File: config.mk
export PLATFORM = sky130hd
export DESIGN_NAME = num_sweep_gen
export DESIGN_NICKNAME = d
export VERILOG_FILES = /design/src/rtl/num_sweep_gen.sv
export SDC_FILE = /design/constraint.sdc
export NUM_CORES = 1
export LEC_CHECK = 0
export BUFFER_PORTS_ARGS = -buffer_cell sky130_fd_sc_hd__clkbuf_2
export CAP_MARGIN = 20
export CORE_MARGIN = 2
export CORE_UTILIZATION = 45
export CTS_BUF_LIST = sky130_fd_sc_hd__clkbuf_4 sky130_fd_sc_hd__clkbuf_8
export CTS_CLUSTER_SIZE = 28
export DETAILED_ROUTE_END_ITERATION = 12
export HOLD_SLACK_MARGIN = 0.05
export MAX_ROUTING_LAYER = met4
export PLACE_DENSITY = 0.69
export SLEW_MARGIN = 20
export SYNTH_ARGS = -nofsm -noshare
export SYNTH_HDL_FRONTEND = slang
export SYNTH_SLANG_ARGS = --single-unit
File: constraint.sdc
create_clock -name clk -period 1.7 [get_ports clk]
set_input_delay 0.085 -clock clk [delete_from_list [all_inputs] [get_ports clk]]
set_output_delay 0.085 -clock clk [all_outputs]
set_load 0.01 [all_outputs]
File: src/rtl/num_sweep_gen.sv
// num_sweep_gen: drives a FIRST..LAST (or LAST..FIRST) number sweep, holding
// each value DWELL clocks, as the stimulus source for num_detector.
// Optional feature macro: SWEEP_LOOP_EN. When it is defined, the sweep wraps
// to its start value instead of finishing, and done pulses on each wrap.
module num_sweep_gen #(
    parameter int WIDTH = 5,
    parameter int FIRST = 0,
    parameter int LAST  = 30,
    parameter int DWELL = 10
) (
    input  logic             clk,
    input  logic             rst,
    input  logic             start,
    input  logic             stop,
    input  logic             hold,
    input  logic             dir,
    output logic [WIDTH-1:0] number,
    output logic             valid,
    output logic             busy,
    output logic             done
);
    localparam int CW = $clog2(DWELL + 1);
    localparam logic [CW-1:0]    CNT_MAX = CW'(DWELL - 1);
    localparam logic [WIDTH-1:0] FIRST_V = WIDTH'(FIRST);
    localparam logic [WIDTH-1:0] LAST_V  = WIDTH'(LAST);

    typedef enum logic [1:0] {IDLE, RUN, DONE} state_t;

    state_t           state_q, state_d;
    logic [CW-1:0]    cnt_q, cnt_d;
    logic [WIDTH-1:0] num_d;
    logic             dir_q, dir_d;
    logic             valid_d, busy_d, done_d;
    logic             at_last, at_end;

    // Last dwell clock of the current value, and current value is the sweep end.
    assign at_last = (cnt_q == CNT_MAX);
    assign at_end  = (number == (dir_q ? FIRST_V : LAST_V));

    // State register plus all registered outputs and datapath.
    always_ff @(posedge clk or posedge rst) begin
        if (rst) begin
            state_q <= IDLE;
            cnt_q   <= '0;
            number  <= '0;
            dir_q   <= 1'b0;
            valid   <= 1'b0;
            busy    <= 1'b0;
            done    <= 1'b0;
        end else begin
            state_q <= state_d;
            cnt_q   <= cnt_d;
            number  <= num_d;
            dir_q   <= dir_d;
            valid   <= valid_d;
            busy    <= busy_d;
            done    <= done_d;
        end
    end

    // Next-state: stop beats start; start only acts outside RUN.
    always_comb begin
        state_d = state_q;
        if (stop)
            state_d = IDLE;
        else if (start && state_q != RUN)
            state_d = RUN;
        else if (state_q == RUN && !hold && at_last && at_end)
`ifdef SWEEP_LOOP_EN
            state_d = RUN;
`else
            state_d = DONE;
`endif
    end

    // Next outputs/datapath: stop > start > hold > dwell advance.
    always_comb begin
        num_d   = number;
        cnt_d   = cnt_q;
        dir_d   = dir_q;
        valid_d = valid;
        busy_d  = busy;
        done_d  = done;
        if (stop) begin
            // number is left alone so the LEDs keep showing the last value
            cnt_d   = '0;
            valid_d = 1'b0;
            busy_d  = 1'b0;
            done_d  = 1'b0;
        end else if (start && state_q != RUN) begin
            num_d   = dir ? LAST_V : FIRST_V;
            dir_d   = dir;
            cnt_d   = '0;
            valid_d = 1'b1;
            busy_d  = 1'b1;
            done_d  = 1'b0;
        end else if (state_q == RUN) begin
`ifdef SWEEP_LOOP_EN
            done_d = 1'b0;   // done is a one-clock wrap pulse in loop mode
`endif
            if (!hold) begin
                if (!at_last) begin
                    cnt_d = cnt_q + CW'(1);
                end else begin
                    cnt_d = '0;
                    if (at_end) begin
`ifdef SWEEP_LOOP_EN
                        num_d  = dir_q ? LAST_V : FIRST_V;
                        done_d = 1'b1;
`else
                        valid_d = 1'b0;
                        busy_d  = 1'b0;
                        done_d  = 1'b1;
`endif
                    end else begin
                        num_d = dir_q ? number - WIDTH'(1) : number + WIDTH'(1);
                    end
                end
            end
        end
    end
endmodule
# Yosys cells after proc, flatten, opt, wreduce, memory -nomap -nowiden
# Cells that the tools add are included.
# word_totals
output_inout_bits	8
reg_bits	14
input_bits	6
# classes
add_sub_neg	3
n_mux	28
eq_ne	7
reduce_logical	15
bitwise	1
# ops
operator	count
2-to-1 mux 5 bit	8
2-to-1 mux 4 bit	5
2-to-1 mux 1 bit	12
nonzero test 3 bit	4
2-to-1 mux 2 bit	3
!= test 2 x 1 -> 1 bit, second input constant	3
adder 5 x 1 -> 5 bit, second input constant	1
== test 5 bit	1
AND reduction 5 bit	1
subtractor 5 x 1 -> 5 bit, second input constant	1
adder 4 x 1 -> 4 bit, second input constant	1
== test 4 bit, second input constant	1
logical AND 1 bit	4
AND reduction 2 bit	2
AND reduction 4 bit	1
nonzero test 2 bit	2
!= test 3 x 2 -> 1 bit, second input constant	1
== test 2 x 1 -> 1 bit, second input constant	1
zero test 1 bit	1
NOT 1 bit	1

# Depth between registers and ports, before layout
# Gate-level depths: netlist of run 1.
# depth
word_depth	8
mapped_depth	8

# Worst setup path after synthesis of run 1
# No wires, ideal clock.
# synth_timing
path_type	register to register
start	register number[1]
end	register number[4]
setup_slack_ps	-159
arrival_ps	1738
path_stages_with_launch	8
cell_sequence	dfrtp_1 -> ha_1 -> ha_1 -> nand3_1 -> o211ai_4 -> a21oi_4 -> a21bo_1 -> a22o_1
# synth_via
elab_chain_cells	7
elab_cells_between_ends	11
# synth_rtl
item	line_no	source
from (decl)	17	output logic [WIDTH-1:0] number,
from (signal assigned)	53	number <= num_d;
adder 5 x 1 -> 5 bit / subtractor 5 x 1 -> 5 bit (equally long branches)	116	num_d = dir_q ? number - WIDTH'(1) : number + WIDTH'(1);
2-to-1 mux 5 bit	116	
2-to-1 mux 5 bit	106	if (at_end) begin
2-to-1 mux 5 bit	102	if (!at_last) begin
2-to-1 mux 5 bit	101	if (!hold) begin
2-to-1 mux 5 bit	97	end else if (state_q == RUN) begin
2-to-1 mux 5 bit	90	end else if (start && state_q != RUN) begin
# Parallel ways exist; a longest one is shown, timed or not. The select of a mux whose other input is x is not followed.
# A chain may end at the register's enable or synchronous reset.

# Worst setup path in the final report of run 1
# layout_timing
start	register dir_q
end	register number[4]
# layout_via
elab_chain_cells	6
elab_cells_between_ends	10
# layout_rtl
item	line_no	source
from (decl)	32	logic dir_q, dir_d;
from (signal assigned)	54	dir_q <= dir_d;
2-to-1 mux 5 bit	116	
2-to-1 mux 5 bit	106	
2-to-1 mux 5 bit	102	
2-to-1 mux 5 bit	101	
2-to-1 mux 5 bit	97	
2-to-1 mux 5 bit	90	
# Parallel ways exist; a longest one is shown, timed or not. The select of a mux whose other input is x is not followed.

==> out/qor.yml, run 1 <==
sta:
  hold_viol_final: 0
  finalSetupViolations: 3
  skew_ns: 0.007330
  min_period_ns: 1.782
  grt_setup_unrepaired: "true"
  fmax_mhz: 561.1
  drv_slew: 0
  worstMarginPinSlew_ns: 0.5586
  setup_slack_ns: -0.08232
  slew_headroom: 0.6272
  post-route-period-util: 1.048
yosys:
  synth.top_cell.area_share: 0.4106
  yosys_warnings: 0
  synthCells: 84
  synth-edff-count: 0
  synth_top_area_cell: "dfrtp_1"
  yosysSeqAreaShare: 0.4106
  ys_seq_elements: 14
  synth_ff_type: "dfrtp_1"
  netlist_area_um2: 853.3
  synth.distinct_cells: 34
  synth.area.top_cells: "dfrtp_1, ha_1, nor2_1, a21oi_1, mux2_2"
  async_flop_share: 1.000
  syn_area_per_cell_um2: 10.16
  syn_nets: 97
grt:
  grt_max_degree: 15
  grt-ovfl-total: 0
  grt_pass1_vias: 655
  track_usage: 0.1921
  antenna_found_initial: 0
  grt_pass1_wl_um: 2842
power_and_ir_drop:
  power.share.combinational: 0.485
  switching_share: 0.3582
  p_leak_nw: 0.5273
  p_seq_frac: 0.330
  clkPwrFrac: 0.185
  power_mw: 1.355
  ir_drop_uv: 1029
  p_sw_uw: 485.2
  internal_power_uw: 869.4
  powerDensity_mw_per_mm2: 1149
routing:
  drc_errors: 0
  avgViaCountPerCell: 5.138
  drt_iter0_drc: 14
  post_drt_wl_per_cell_um: 13.20
  dr_total_vias: 709
  first_pass_iters: 4
  wirelength_um: 1822
  postRouteAntennaNets: 0
placement:
  dp_hpwl_um: 1353
  portBuffers: 13
  gp_congestion: 0.7759
  placed_cell_area_mm2: 0.001055
floorplan:
  io_pins: 14
  core_area_mm2: 0.001764
  dieArea_mm2: 0.002261
  die_h_um: 47.55
  rows: 15
  initial_utilization: 0.4837
  die_w_um: 47.55
clock_network:
  clock_sinks: 14
  cts_buffers: 3
  clk_pin_slew_worst_paths_ns: 0.09
  clk_latency_ns: 0.29
  cts_tree: "done"
  htreeDepth: 1
  root_buffer: "clkbuf_4"
  cts_buffer_depth: 2
run_status:
  status: "finished with violations"
  violations: "negative setup slack"
critical_path:
  path_class: "reg -> reg"
  end_kind: "flop"
  cp_slowest_cell: "dfrtp_2"
  path_cells: "buf_4 -> xnor2_1 -> buf_4 -> o211ai_4 -> a21oi_4 -> a21bo_1 -> a22o_1"
  start_kind: "flop"
  cp_slowest_stage_delay_ns: 0.49
  worstPathRequired_ns: 1.89
  arrival_ns: 1.98
  critPathMaxFanout: 5
  crit_path_frequent_cell: "buf_4"
cells_and_area:
  fillCellCount: 138
  nets: 127
  final_area_mm2: 0.001179
  synthToLayoutAreaGrowth_pct: 38.12
  finish.utilization: 0.6681
  drive_gt1_frac: 0.4602
  antennaDiodeCount: 0
min_path:
  hold_path.class: "in -> reg"
flow_run:
  cap_violations: 0
## critical path: cells and delay by family, from the launching register on
kind / cells / cell delay, ns
buffers and inverters: 2 / 0.34
AOI/OAI and AO/OA: 4 / 0.70
DFF: 1 / 0.49
xor gates and xnor gates: 1 / 0.16
## per-stage QoR
step	instances	TNS (ns)	setup slack (ns)	hold WS (ns)
2_1_floorplan	84	-0.04098	-0.03786	-0.02598
3_3_place_gp	132	-0.07989	-0.07989	0.1329
3_5_place_dp	132	-0.1415	-0.1224	0.1393
4_1_cts	137	-0.09797	-0.08140	0.06168
5_1_grt	138	-0.5876	-0.1675	0.08237
6_report	138	-0.1415	-0.08232	0.07069
## flip-flops by register name, indices dropped and copies added (netlist names)
signal	flops
number	5
cnt_q	4
state_q	2
busy	1
dir_q	1
done	1
## final cells by class
| class | count | area, um2 | share of cell area |
|---|---|---|---|
| Multi-Input combinational cell | 65 | 560.5 | 0.4756 |
| Sequential cell | 14 | 354.1 | 0.3004 |
| Timing Repair Buffer | 27 | 185.2 | 0.1571 |
| Clock buffer | 4 | 36.28 | 0.03079 |
| Tap cell | 25 | 31.28 | 0.02654 |
| Inverter | 3 | 11.26 | 0.009554 |
## power by group through the flow
stage,combinational (mW),sequential [mW],clock (mW)
after floorplan,0.302,0.455,0
after global placement,0.500,0.441,0
after detailed placement,0.511,0.443,0
after CTS,0.524,0.437,0.256
after global routing,0.720,0.457,0.263
final,0.657,0.447,0.251
## cells in the final DEF, fill, tap and decap left out, types with 2 or more instances in the layout
cell type	n
nor3_1	2
a21oi_2	2
xnor2_1	2
dfrtp_2	3
ha_1	3
dfrtp_1	11
nand2_1	5
a21o_1	2
buf_4	12
a21oi_1	7
ha_4	3
inv_1	3
clkbuf_4	3
clkbuf_2	13
nor2_1	11
## kinds of logic (layout without fill, tap and decap cells)
family | after synthesis | count (layout) | synth area share
adder cells (fa/ha/maj) | 7 | 7 | 0.1114
multiplexers | 2 | 2 | 0.02639
AO/OA/AOI/OAI | 22 | 22 | 0.1994
flip-flops | 14 | 14 | 0.4106
XOR/XNOR | 4 | 4 | 0.04106
AND/OR/NAND/NOR | 30 | 30 | 0.1833
buffers and inverters | 5 | 34 | 0.02786
## per-layer routing
| layer | wire length (um) | up-vias | GRT usage | share of wire |
|---|---|---|---|---|
| met5 | 0 | - | - | 0 |
| met1 | 903 | 330 | 0.2594 | 0.50 |
| met3 | 51 | 7 | 0.02264 | 0.028 |
| met2 | 800 | 18 | 0.2757 | 0.44 |
| li1 | - | 354 | - | - |
| met4 | 66 | 0 | 0.1135 | 0.036 |
## repair_timing
| action | in CTS | in global routing |
|---|---|---|
| endpoints found under the setup margin | 2 | 9 |
| endpoints found under the hold margin | 14 | 0 |
| resized for setup | 1 | 9 |
| setup buffers | 0 | 1 |
| pin swaps | 3 | 1 |
| hold buffers | 1 | 0 |
## Yosys cell counts, types with 2 or more instances
cell type,number
nand2_1,5
a21oi_1,9
nand3_1,2
a21o_1,2
xnor2_1,2
dfrtp_1,14
inv_1,3
nor2_1,13
ha_1,6
nor3_1,2
xor2_1,2
mux2_2,2
## worst paths after layout
path,from,endpoint,slack [ns],cells past startpoint
setup / recovery,dir_q,number[4],-0.08,7
hold / removal,dir,dir_q,0.07,2
setup reg to reg,dir_q,number[4],-0.08,7
hold reg to reg,cnt_q[3],cnt_q[3],0.50,1
max in group asynchronous,rst,dir_q,0.94,3
min in group asynchronous,rst,number[4],0.36,3
Power figures use the tool's default switching activity.
==> run 2: changes to the inputs <==
- TNS_END_PERCENT: unset -> 10
==> out/qor.yml, run 2 (synthesis results as in run 1) <==
clock_network:
  clock_sinks: 14  # unchanged
  clk_latency_ns: 0.29  # about the same
  root_buffer: "clkbuf_4"
  cts_buffer_depth: 2  # unchanged
  htreeDepth: 1  # unchanged
  cts_tree: "done"
  clk_pin_slew_worst_paths_ns: 0.09  # about the same
  cts_buffers: 3  # unchanged
sta:
  worstMarginPinSlew_ns: 0.5674  # +0.008763 ns
  fmax_mhz: 559.4  # -0.30%
  grt_setup_unrepaired: "true"
  skew_ns: 0.006798  # -0.0005319 ns
  finalSetupViolations: 3  # unchanged
  hold_viol_final: 0  # unchanged
  drv_slew: 0  # unchanged
  setup_slack_ns: -0.08775  # -0.005429 ns
  slew_headroom: 0.6213  # -0.005848
  min_period_ns: 1.788  # +0.005429 ns
  timing.hold.ws_ns: 0.07165  # +0.0009605 ns
  post-route-period-util: 1.052  # +0.003193
floorplan:
  initial_utilization: 0.4837  # unchanged
  io_pins: 14  # unchanged
  rows: 15  # unchanged
  core_area_mm2: 0.001764  # unchanged
  die_w_um: 47.55  # unchanged
  die_h_um: 47.55  # unchanged
  dieArea_mm2: 0.002261  # unchanged
run_status:
  violations: "negative setup slack"
  status: "finished with violations"
power_and_ir_drop:
  internal_power_uw: 801.8  # -7.8%
  switching_share: 0.3568  # -0.001323
  p_leak_nw: 0.5117  # -3.0%
  clkPwrFrac: 0.200  # +0.015
  p_seq_frac: 0.357  # +0.027
  powerDensity_mw_per_mm2: 1108  # -3.6%
  power.share.combinational: 0.443  # -0.042
  ir_drop_uv: 1013  # -1.6%
  p_sw_uw: 444.9  # -8.3%
grt:
  grt_pass1_wl_um: 2822  # -0.70%
  grt-ovfl-total: 0  # unchanged
  antenna_found_initial: 0  # unchanged
  grt_max_degree: 15  # unchanged
  grt_pass1_vias: 655  # unchanged
  track_usage: 0.1905  # -0.001608
min_path:
  hold_path.class: "in -> reg"
  whs_path_depth: 2  # unchanged
cells_and_area:
  largest_reg_flops: 5  # unchanged
  layout_common_cells: "nor2_1, clkbuf_2, buf_4"
  top_register: "number"
  synthToLayoutAreaGrowth_pct: 31.82
  nets: 126  # -0.79%
  reg_top3: "number (5), cnt_q (4), state_q (2)"
  drive_gt1_frac: 0.4286  # -0.03161
  fin_cells: 137  # -0.72%
  fillCellCount: 150  # +8.7%
  antennaDiodeCount: 0  # unchanged
critical_path:
  rr_worst_depth: 6  # -1
  path_delay_family: "compound AO/OA/AOI/OAI gates"
  critPathMaxFanout: 5  # unchanged
  worstPathRequired_ns: 1.89  # about the same
  start_kind: "flop"
  cp.buffers_inverters: 0  # -2
  crit_cells: 6  # -1
  arrival_ns: 1.98  # about the same
  path_class: "reg -> reg"
  end_kind: "flop"
  path_cells: "fa_2 -> a21o_1 -> a21oi_2 -> xor2_2 -> o31ai_1 -> a22o_1"
  cp_slowest_stage_delay_ns: 0.48  # about the same
  cp_slowest_cell: "dfrtp_2"
placement:
  portBuffers: 13  # unchanged
  gp_congestion: 0.7759  # unchanged
  placed_cells: 132  # unchanged
  dp_hpwl_um: 1353  # unchanged
routing:
  post_drt_wl_per_cell_um: 13.07  # -1.0%
  postRouteAntennaNets: 0  # unchanged
  first_pass_iters: 4  # unchanged
  wirelength_um: 1790  # -1.8%
  drc_errors: 0  # unchanged
  avgViaCountPerCell: 5.095  # -0.83%
  dr_total_vias: 698  # -1.6%
  drt_iter0_drc: 14  # unchanged
flow_run:
  cap_violations: 0  # unchanged
==> run 2: cell types whose count changed in the layout (fill, tap and decap cells not counted) <==
cell     delta
nor2_1      +2
buf_12      -1
ha_1        +1
ha_4        -1
mux2_2      +1
mux2_4      -1
nand3_2     +1
nand3_4     -1
nor2_2      -1
nor2_4      -1
==> run 2: power groups by stage <==
stage / clock (mW) / combinational, mW / sequential, mW
after global placement: 0 / 0.500 / 0.441
after floorplan: 0 / 0.302 / 0.455
after detailed placement: 0 / 0.511 / 0.443
after global routing: 0.263 / 0.605 / 0.454
final: 0.250 / 0.552 / 0.445
after CTS: 0.256 / 0.516 / 0.437
==> run 2: final cells by class <==
class / instances / area [um2] / share of cell area
multi-input combinational: 65 / 526.8 / 0.4683
sequential: 14 / 354.1 / 0.3148
timing repair buffer: 26 / 165.2 / 0.1468
clock buffer: 4 / 36.28 / 0.03226
tap: 25 / 31.28 / 0.02781
inverter: 3 / 11.26 / 0.01001
==> run 2: per-stage QoR <==
step / TNS, ns / util / worst slack (ns) / area [um2] / power (mW)
global placement: -0.07989 / 0.5979 / -0.07989 / 1055 / 0.9412
floorplan: -0.04098 / - / -0.03786 / 880.8 / 0.7570
CTS: -0.1199 / 0.6241 / -0.08140 / 1101 / 1.209
finish: -0.1301 / 0.6376 / -0.08775 / 1125 / 1.247
detailed placement: -0.1415 / 0.5979 / -0.1224 / 1055 / 0.9531
global route: -0.7335 / 0.6376 / -0.1494 / 1125 / 1.323
==> run 2: worst paths after layout <==
path                                  end  slack [ns]     start
min in group asynchronous       number[4]        0.36       rst
max in group asynchronous           dir_q        0.93       rst
worst min register to register   cnt_q[3]        0.50  cnt_q[3]
worst min-delay path                dir_q        0.07       dir
worst max-delay path            number[4]       -0.09     dir_q
worst max register to register  number[4]       -0.09     dir_q
==> run 2: timing repair <==
action                                 CTS  global route
gates resized for setup                  0             3
endpoints found under the hold margin   14             0
setup buffers                            0             0
pin swaps                                3             1
hold buffers                             1             0
setup endpoints to repair                2             9
==> run 2: per-layer routing <==
metal | wire (um) | track usage
met1 | 883 | 0.2571
met2 | 798 | 0.2730
met3 | 62 | 0.02264
met4 | 45 | 0.1135
met5 | 0 | -
==> run 3: changes to the inputs <==
- BUFFER_PORTS_ARGS: -buffer_cell sky130_fd_sc_hd__clkbuf_2 -> unset
- CTS_CLUSTER_SIZE: 28 -> 25
- DONT_BUFFER_PORTS: unset -> 1
- PLACE_DENSITY: 0.69 -> unset
- SLEW_MARGIN: 20 -> 15
==> out/qor.yml, run 3 (synthesis results as in run 1) <==
critical_path:
  critPathMaxFanout: 5  # unchanged
  worstPathRequired_ns: 1.87  # -0.02 ns
  start_kind: "flop"
  path_class: "reg -> reg"
  arrival_ns: 1.94  # -0.04 ns
  end_kind: "flop"
routing:
  drc_errors: 0  # unchanged
  post_drt_wl_per_cell_um: 13.79  # +5.5%
  postRouteAntennaNets: 0  # unchanged
  drt_iter0_drc: 15  # +1
  first_pass_iters: 3  # -1
  wirelength_um: 1834  # +2.5%
  dr_total_vias: 702  # +0.57%
  avgViaCountPerCell: 5.278  # +3.6%
sta:
  skew_ns: 0.001241  # -0.005557 ns
  slew_headroom: 0.6216  # about the same
  drv_slew: 0  # unchanged
  min_period_ns: 1.773  # -0.01520 ns
  finalSetupViolations: 3  # unchanged
  worstMarginPinSlew_ns: 0.5670  # -0.0003617 ns
  grt_setup_unrepaired: "true"
  setup_slack_ns: -0.07255  # +0.01520 ns
  fmax_mhz: 564.2  # +0.86%
  hold_viol_final: 0  # unchanged
  post-route-period-util: 1.043  # -0.008940
grt:
  grt_pass1_wl_um: 2822  # unchanged
  grt_pass1_vias: 682  # +4.1%
  grt-ovfl-total: 0  # unchanged
  antenna_found_initial: 0  # unchanged
  grt_max_degree: 15  # unchanged
  track_usage: 0.1853  # -0.005211
clock_network:
  clk_latency_ns: 0.28  # about the same
  clk_pin_slew_worst_paths_ns: 0.08  # about the same
  cts_buffers: 3  # unchanged
  clock_sinks: 14  # unchanged
  cts_buffer_depth: 2  # unchanged
  htreeDepth: 1  # unchanged
  root_buffer: "clkbuf_4"
  cts_tree: "done"
placement:
  dp_hpwl_um: 1371  # +1.3%
  placed_cell_area_mm2: 0.001020  # -3.3%
  gp_congestion: 0.8047  # +3.7%
  portBuffers: 0  # -13
floorplan:
  die_w_um: 47.55  # unchanged
  rows: 15  # unchanged
  die_h_um: 47.55  # unchanged
  initial_utilization: 0.4837  # unchanged
  io_pins: 14  # unchanged
  dieArea_mm2: 0.002261  # unchanged
  core_area_mm2: 0.001764  # unchanged
run_status:
  violations: "negative setup slack"
  status: "finished with violations"
cells_and_area:
  seq_area_um2: 354.1  # unchanged
  drive_gt1_frac: 0.3889  # -0.03968
  reg_top3: "number (5), cnt_q (4), state_q (2)"
  synthToLayoutAreaGrowth_pct: 36.36
  multiInputGateArea_um2: 555.5  # +5.5%
  antennaDiodeCount: 0  # unchanged
  final_common_cell: "buf_4"
  fillCellCount: 143  # -4.7%
  layout_common_cells: "buf_4, nor2_1, dfrtp_1"
  top_register: "number"
  final_area_mm2: 0.001164  # +3.4%
  nets: 122  # -3.2%
  largest_reg_flops: 5  # unchanged
min_path:
  hold_path.class: "in -> reg"
power_and_ir_drop:
  powerDensity_mw_per_mm2: 1125  # +1.5%
  power_mw: 1.309  # +5.0%
  ir_drop_uv: 854.6  # -16%
  p_leak_nw: 0.5038  # -1.5%
flow_run:
  cap_violations: 0  # unchanged
-- run 3: cell types whose count changed in the layout (fill, tap and decap cells not counted) --
cell	before	now
xor2_2	1	0
xnor2_2	0	1
nand3_2	1	0
ha_4	2	4
ha_1	4	2
xor2_1	1	2
nand3_4	0	1
a21oi_2	2	1
dlygate4sd3_1	1	4
a21oi_1	7	8
xnor2_1	2	1
buf_4	12	18
clkbuf_2	13	0
-- run 3: final cells by class --
type                       instances  share of cell area
sequential                        14              0.3043
multi-input combinational         65              0.4774
clock buffer                       4             0.03118
tap                               25             0.02688
inverter                           3            0.009677
timing repair buffer              22              0.1505
-- run 3: layer usage --
layer	vias up	wire length, um	track usage	part of all wire
met2	9	951	0.3351	0.52
met5	-	0	-	0
met3	4	51	0.04151	0.028
li1	351	-	-	-
met4	0	31	0.06486	0.017
met1	338	799	0.1968	0.44
-- run 3: timing repair --
| action | in CTS | in global routing |
|---|---|---|
| pin swaps | 1 | 4 |
| endpoints found under the setup margin | 3 | 4 |
| hold buffers | 3 | 1 |
| resized for setup | 3 | 3 |
| hold endpoints to repair | 19 | 1 |
| setup buffers | 0 | 2 |
-- run 3: final timing paths --
check / depth (start not counted) / end / startpoint / slack [ns]
setup / recovery: 7 / number[4] / dir_q / -0.07
hold / removal: 2 / number[3] / dir / 0.06
setup reg to reg: 7 / number[4] / dir_q / -0.07
hold reg to reg: 1 / cnt_q[3] / cnt_q[3] / 0.51
max in group asynchronous: 2 / dir_q / rst / 1.00
min in group asynchronous: 2 / state_q[1] / rst / 0.30
-- run 3: critical path: stages, from the launching register on --
cell and delay [ns]:
dfrtp_2 0.47, buf_4 0.17, ha_4 0.23, a21o_1 0.17, a21oi_2 0.13, xor2_1 0.20
o31ai_1 0.10, a22o_1 0.20
-- run 3: stage by stage --
stage	instances	setup slack (ns)	hold WS (ns)	TNS, ns	util
5_1_grt	133	-0.1589	0.06291	-0.4124	0.6596
3_5_place_dp	123	-0.1057	0.04967	-0.2017	0.5780
3_3_place_gp	123	-0.1106	0.05295	-0.2133	0.5780
2_1_floorplan	84	-0.03786	-0.02598	-0.04098	-
6_report	133	-0.07255	0.06286	-0.1196	0.6596
4_1_cts	130	-0.09675	0.06023	-0.1670	0.6270
-- run 3: power breakdown --
group / total, mW / switching (mW) / internal, mW
logic: 0.631 / 0.278 / 0.353
clock network: 0.238 / 0.107 / 0.130
registers: 0.441 / 0.0612 / 0.379
